## config.mk

```make
export PLATFORM = sky130hd
export DESIGN_NAME = fp32_postnormaliser_flat
export DESIGN_NICKNAME = d
export VERILOG_FILES = /design/src/rtl/fp32_postnormaliser_if.sv /design/src/rtl/fp32_postnormaliser.sv /design/src/flat_wrapper.sv
export SDC_FILE = /design/constraint.sdc
export NUM_CORES = 1
export LEC_CHECK = 0
export CORE_MARGIN = 10
export CORE_UTILIZATION = 59
export CTS_CLUSTER_SIZE = 10
export DETAILED_ROUTE_END_ITERATION = 10
export PLACE_DENSITY = 0.88
export SYNTH_ARGS = -nofsm -noshare
export SYNTH_HDL_FRONTEND = slang
export SYNTH_SLANG_ARGS = --single-unit
```

## constraint.sdc

```tcl
create_clock -name clk -period 7.5 [get_ports clk]
set_clock_uncertainty 0.05 [all_clocks]
set_input_delay 1.125 -clock clk [delete_from_list [all_inputs] [get_ports clk]]
set_output_delay 1.125 -clock clk [all_outputs]
set_load 0.005 [all_outputs]
```

## src/rtl/fp32_postnormaliser_if.sv

```systemverilog
// Handshake and data bundle between the FP32 adder core and its post-normaliser.
// The master drives operands and out_ready. The slave returns ready, the result and diagnostics.
interface fp32_postnormaliser_if;
    logic        in_valid;
    logic        in_ready;
    logic        legal;
    logic        NaN_res;
    logic        inf_res;
    logic        res_sig;
    logic [7:0]  exp_max;
    logic [50:0] mant_sum;
    logic        out_valid;
    logic        out_ready;
    logic [31:0] result;
    logic [5:0]  norm_cycles;

    modport master (
        output in_valid, legal, NaN_res, inf_res, res_sig, exp_max, mant_sum, out_ready,
        input  in_ready, out_valid, result, norm_cycles
    );

    modport slave (
        input  in_valid, legal, NaN_res, inf_res, res_sig, exp_max, mant_sum, out_ready,
        output in_ready, out_valid, result, norm_cycles
    );
endinterface

```

## src/rtl/fp32_postnormaliser.sv

```systemverilog
// FP32 adder back end: iterative normalise (up to LZ_STEP bits/cycle), round-to-nearest-even, pack.
// Latency: 1 cycle for specials/zero, NORM cycles + 2 otherwise. One op in flight; result held until out_ready.
module fp32_postnormaliser #(
    parameter int          LZ_STEP     = 4,
    parameter logic [31:0] NAN_PATTERN = 32'h7FC00000
) (
    input  logic                 clk,
    input  logic                 rst_n,
    fp32_postnormaliser_if.slave bus
);

    typedef enum logic [1:0] {IDLE, NORM, ROUND, DONE} state_t;

    state_t      state_q, state_d;
    logic [50:0] m_q, m_d;
    logic [9:0]  e_q, e_d;
    logic        s_q, s_d;
    logic [31:0] result_q, result_d;
    logic [5:0]  nc_q, nc_d;

    logic [9:0]  lz_w;
    logic [9:0]  k_w;
    logic        rinc_w;
    logic [24:0] rsum_w;
    logic [9:0]  er_w;
    logic        hidden_w;
    logic [22:0] frac_w;

    // Distance from the leading one down to the hidden-bit position.
    always_comb begin
        lz_w = '0;
        for (int i = 0; i < 50; i++) begin
            if (m_q[i]) lz_w = 10'(49 - i);
        end
    end

    always_comb begin
        k_w = lz_w;
        if (k_w > 10'(LZ_STEP)) k_w = 10'(LZ_STEP);
        if (k_w > e_q - 10'd1)  k_w = e_q - 10'd1;
    end

    // A carry out of the 24-bit significand means 2.0: renormalise to 1.0 with e+1.
    always_comb begin
        rinc_w   = m_q[25] & ((|m_q[24:0]) | m_q[26]);
        rsum_w   = {1'b0, m_q[49:26]} + {24'd0, rinc_w};
        er_w     = e_q + {9'd0, rsum_w[24]};
        hidden_w = rsum_w[24] | rsum_w[23];
        frac_w   = rsum_w[24] ? 23'd0 : rsum_w[22:0];
    end

    always_comb begin
        state_d  = state_q;
        m_d      = m_q;
        e_d      = e_q;
        s_d      = s_q;
        result_d = result_q;
        nc_d     = nc_q;
        case (state_q)
            IDLE: begin
                if (bus.in_valid) begin
                    m_d  = bus.mant_sum;
                    e_d  = (bus.exp_max == 8'd0) ? 10'd1 : {2'b00, bus.exp_max};
                    s_d  = bus.res_sig;
                    nc_d = '0;
                    if (!bus.legal) begin
                        state_d = DONE;
                        if (bus.NaN_res)      result_d = NAN_PATTERN;
                        else if (bus.inf_res) result_d = {bus.res_sig, 8'hFF, 23'h0};
                        else                  result_d = {bus.res_sig, 31'h0};
                    end else if (bus.mant_sum == 51'd0) begin
                        state_d  = DONE;
                        result_d = {bus.res_sig, 31'h0};
                    end else begin
                        state_d = NORM;
                    end
                end
            end
            NORM: begin
                nc_d = (nc_q == 6'd63) ? nc_q : nc_q + 6'd1;
                if (m_q[50]) begin
                    m_d     = {1'b0, m_q[50:2], m_q[1] | m_q[0]};
                    e_d     = e_q + 10'd1;
                    state_d = ROUND;
                end else if (m_q[49] || e_q == 10'd1) begin
                    state_d = ROUND;
                end else begin
                    m_d = m_q << k_w;
                    e_d = e_q - k_w;
                end
            end
            ROUND: begin
                e_d     = er_w;
                state_d = DONE;
                if (er_w >= 10'd255)
                    result_d = {s_q, 8'hFF, 23'h0};
                else
                    result_d = {s_q, hidden_w ? er_w[7:0] : 8'd0, frac_w};
            end
            DONE: begin
                if (bus.out_ready) state_d = IDLE;
            end
            default: state_d = IDLE;
        endcase
    end

    always_ff @(posedge clk) begin
        if (!rst_n) begin
            state_q  <= IDLE;
            m_q      <= '0;
            e_q      <= '0;
            s_q      <= 1'b0;
            result_q <= '0;
            nc_q     <= '0;
        end else begin
            state_q  <= state_d;
            m_q      <= m_d;
            e_q      <= e_d;
            s_q      <= s_d;
            result_q <= result_d;
            nc_q     <= nc_d;
        end
    end

    assign bus.in_ready    = (state_q == IDLE);
    assign bus.out_valid   = (state_q == DONE);
    assign bus.result      = result_q;
    assign bus.norm_cycles = nc_q;

endmodule
```

## src/flat_wrapper.sv

```systemverilog
// flat-port wrapper written by rule: the top's interface ports become plain ports
module fp32_postnormaliser_flat 
#(
    parameter int          LZ_STEP     = 4,
    parameter logic [31:0] NAN_PATTERN = 32'h7FC00000
)
  (clk, rst_n, bus_in_valid, bus_legal, bus_NaN_res, bus_inf_res, bus_res_sig, bus_exp_max, bus_mant_sum, bus_out_ready, bus_in_ready, bus_out_valid, bus_result, bus_norm_cycles);
  fp32_postnormaliser_if bus_i ();
  input  logic clk;
  input  logic rst_n;
  input wire logic [$bits(bus_i.in_valid)-1:0] bus_in_valid;
  input wire logic [$bits(bus_i.legal)-1:0] bus_legal;
  input wire logic [$bits(bus_i.NaN_res)-1:0] bus_NaN_res;
  input wire logic [$bits(bus_i.inf_res)-1:0] bus_inf_res;
  input wire logic [$bits(bus_i.res_sig)-1:0] bus_res_sig;
  input wire logic [$bits(bus_i.exp_max)-1:0] bus_exp_max;
  input wire logic [$bits(bus_i.mant_sum)-1:0] bus_mant_sum;
  input wire logic [$bits(bus_i.out_ready)-1:0] bus_out_ready;
  output wire logic [$bits(bus_i.in_ready)-1:0] bus_in_ready;
  output wire logic [$bits(bus_i.out_valid)-1:0] bus_out_valid;
  output wire logic [$bits(bus_i.result)-1:0] bus_result;
  output wire logic [$bits(bus_i.norm_cycles)-1:0] bus_norm_cycles;
  assign bus_i.in_valid = bus_in_valid;
  assign bus_i.legal = bus_legal;
  assign bus_i.NaN_res = bus_NaN_res;
  assign bus_i.inf_res = bus_inf_res;
  assign bus_i.res_sig = bus_res_sig;
  assign bus_i.exp_max = bus_exp_max;
  assign bus_i.mant_sum = bus_mant_sum;
  assign bus_i.out_ready = bus_out_ready;
  assign bus_in_ready = bus_i.in_ready;
  assign bus_out_valid = bus_i.out_valid;
  assign bus_result = bus_i.result;
  assign bus_norm_cycles = bus_i.norm_cycles;
  fp32_postnormaliser #(.LZ_STEP(LZ_STEP), .NAN_PATTERN(NAN_PATTERN)) u_core (.clk(clk), .rst_n(rst_n), .bus(bus_i));
endmodule
```

==> flow_metrics.tcl <==
set metrics [dict create \
    synth_fa_ha_area_share_pct 3.38 \
    nFillCells 1448 \
    drtIter0Drc 1907 \
    yosysUniqueCellTypes 91 \
    synthCells 1387 \
    core_um2 17100 \
    remaining_drc_errors 0 \
    drv_slew 0 \
    clock_sinks 102 \
    grt.overflow.total 0 \
    synth_top_family_by_area "compound AO/OA/AOI/OAI gates" \
    dp_slack_ns 0.900 \
    required_ns 7.77 \
    grt_max_degree 75 \
    grt_pass1_wl_um 68900 \
    synth_xor_area_share_pct 3.78 \
    critical_path_buf_inv_count 2 \
    post-route-period-util_pct 90.7 \
    hp-class "reg -> reg" \
    ant_nets 0 \
    synth_compound_area_share_pct 26.4 \
    yosysWarnings 0 \
    instances_no_fill 1620 \
    viasPerCell 7.31 \
    port_buffers 106 \
    firstDrtPassIters 6 \
    status "completed" \
    grt_pass1_vias 11300 \
    yosys-mux-area-fraction_pct 15.8 \
    antenna_found_initial 0 \
    max_freq_mhz 147 \
    ys_seq_elements 102 \
    cts.reportedPaths.clkPinSlew_ns 0.09 \
    place_inst 1602 \
    insertion_delay_ns 0.39 \
    crit_fanout 15 \
    pin_count 107 \
    wl_per_cell_um 28.0 \
    synth_edf_count 0 \
    synth.avg_cell_area_um2 7.36 \
    nets 1482 \
    clk_path_buf_depth 2 \
    worst_pin_slew_ns 1.08 \
    cts_tree "built" \
    synth-simple-area-share_pct 23.0 \
    max_cap_viol_count 0 \
    synth_area_um2 10200 \
    drive_gt1_share_pct 5.81 \
    areaGrowthSynthToFinish_pct 12.2 \
    dpl.hpwl_um 33200 \
    gr-usage-all-layers_pct 39.0 \
    regArea_um2 2040 \
    ys_seq_area_share_pct 20.0 \
    period_needed_ns 6.80 \
    rows 48 \
    ys.flop_type "dfxtp_1" \
    path_delay_family "simple AND/OR/NAND/NOR gates" \
    final_hold_viol_count 0 \
    postSynth.asyncResetShare_pct 0 \
    cts_resized 0 \
    cp-end-kind "flip-flop" \
    cts_setup_buffers 0 \
    via_count 11800 \
    holdBufCountCts 0 \
    fin_setup_tns_ns 0 \
    initial_core_util_pct 59.6 \
    utilization_pct 66.9 \
    cts_buffers 9 \
    relSlewSlack_pct 27.2 \
    setup_viol 0 \
    dieWidth_um 152 \
    cts_root_buffer "clkbuf_16" \
    die_h_um 152 \
    multi_input_comb_area_um2 7430 \
    ctsHtreeMaxLevel 3 \
    crit_type "reg -> reg" \
    routed_wl_um 45300 \
    critPathLaunchType "flip-flop" \
    gp_congestion 1.09 \
    crit_slowest_cell "nor4_1" \
    slowest_delay_ns 0.50 \
    setup_ws_ns 0.700 \
    worstPathArrival_ns 7.07 \
    die-area_um2 23000 \
    rsz0062_at_grt "false" \
]
## logic make-up after synthesis
group | Yosys count
compound gates | 399
xor+xnor | 44
fa+ha+maj | 27
buf+inv | 176
flops | 102
mux | 148
other cells | 1
simple gates | 490
## Yosys cell counts, types with 6 or more instances
library cell / count / area share [%]
a221oi_1: 18 / 1.5
o31ai_1: 7 / 0.52
and3_1: 11 / 0.67
and2_1: 11 / 0.67
nand4_1: 15 / 0.92
xnor2_1: 27 / 2.3
xor2_1: 17 / 1.5
o32ai_1: 10 / 0.86
buf_2: 21 / 1.0
dfxtp_1: 102 / 20
o211ai_1: 31 / 2.3
nand3_1: 57 / 2.8
nand2_1: 98 / 3.6
a311oi_1: 11 / 0.94
a211oi_1: 19 / 1.4
o21ai_1: 19 / 0.93
nor2_1: 134 / 4.9
o21ai_0: 62 / 3.0
ha_1: 26 / 3.2
o221ai_1: 7 / 0.60
inv_1: 30 / 1.1
a22oi_1: 16 / 1.2
nor3_1: 73 / 3.6
nor2b_1: 15 / 0.92
or3_1: 12 / 0.74
a21oi_1: 115 / 5.6
o2111ai_1: 6 / 0.52
nand2b_1: 14 / 0.86
nor4_1: 35 / 2.1
mux4_2: 8 / 1.8
buf_6: 6 / 0.66
a31oi_1: 11 / 0.67
mux2i_1: 135 / 13
clkbuf_1: 108 / 4.0
## cell usage in the layout (no fill, tap or decap), types with 13 or more instances in the layout
cell type        netlist  routed
a211oi_1              19      19
a21oi_1              115     115
a221oi_1              18      18
a22oi_1               16      16
buf_4                  5      26
clkdlybuf4s50_1        0     106
dfxtp_1              102     101
ha_1                  26      25
inv_1                 30      29
mux2i_1              135     135
nand2_1               98      98
nand2b_1              14      13
nand3_1               57      57
nand4_1               15      15
nor2_1               134     132
nor2b_1               15      15
nor3_1                73      73
nor4_1                35      35
o211ai_1              31      31
o21ai_0               62      62
o21ai_1               19      19
xnor2_1               27      27
xor2_1                17      17
## tightest hold or removal path, delay by kind of cell, from the launching register on
family / cells / cell delay (ns)
flops: 1 / 0.33
compound gates: 1 / 0.06
simple gates: 1 / 0.08
## layer usage
| layer | track usage (%) | vias to the layer above | wire length (um) |
|---|---|---|---|
| met5 | 0 | - | 0 |
| met4 | 22.7 | 0 | 3060 |
| met3 | 10.4 | 205 | 5560 |
| met2 | 58.7 | 952 | 19800 |
| met1 | 49.2 | 5512 | 16900 |
| li1 | - | 5174 | - |
## sequential cells by signal (all words and copies together) (netlist names)
| name | count |
|---|---|
| u_core.m_q | 51 |
| u_core.state_q | 2 |
| u_core.bus.result | 32 |
| u_core.bus.norm_cycles | 6 |
| u_core.e_q | 10 |
| u_core.s_q | 1 |
## cell type report
cell class | instances | area share [%]
clock buffers | 9 | 1.97
well taps | 225 | 2.46
multi-input cells | 1111 | 64.9
diodes | 2 | 0.0437
repair buffers | 132 | 11.0
inverters | 32 | 1.09
clock inverters | 7 | 0.776
flip-flops and latches | 102 | 17.8
## stage by stage
| step | cell area [um2] | hold slack [ns] |
|---|---|---|
| after global routing | 11400 | 0.477 |
| after global placement | 11100 | 0.396 |
| after CTS | 11400 | 0.446 |
| final | 11500 | 0.451 |
| after floorplan | 10200 | 0.387 |
| after detailed placement | 11100 | 0.429 |
## worst paths after layout
path	depth (start not counted)	slack, ns	to	startpoint
max	28	0.70	u_core.e_q[8]	u_core.m_q[42]
min	2	0.45	u_core.bus.result[14]	u_core.bus.result[14]
max reg2reg	28	0.70	u_core.e_q[8]	u_core.m_q[42]
min reg2reg	2	0.45	u_core.bus.result[14]	u_core.bus.result[14]
Power is not shown: default switching activity piles up to over one toggle a cycle in this logic, so the estimate is an artifact.
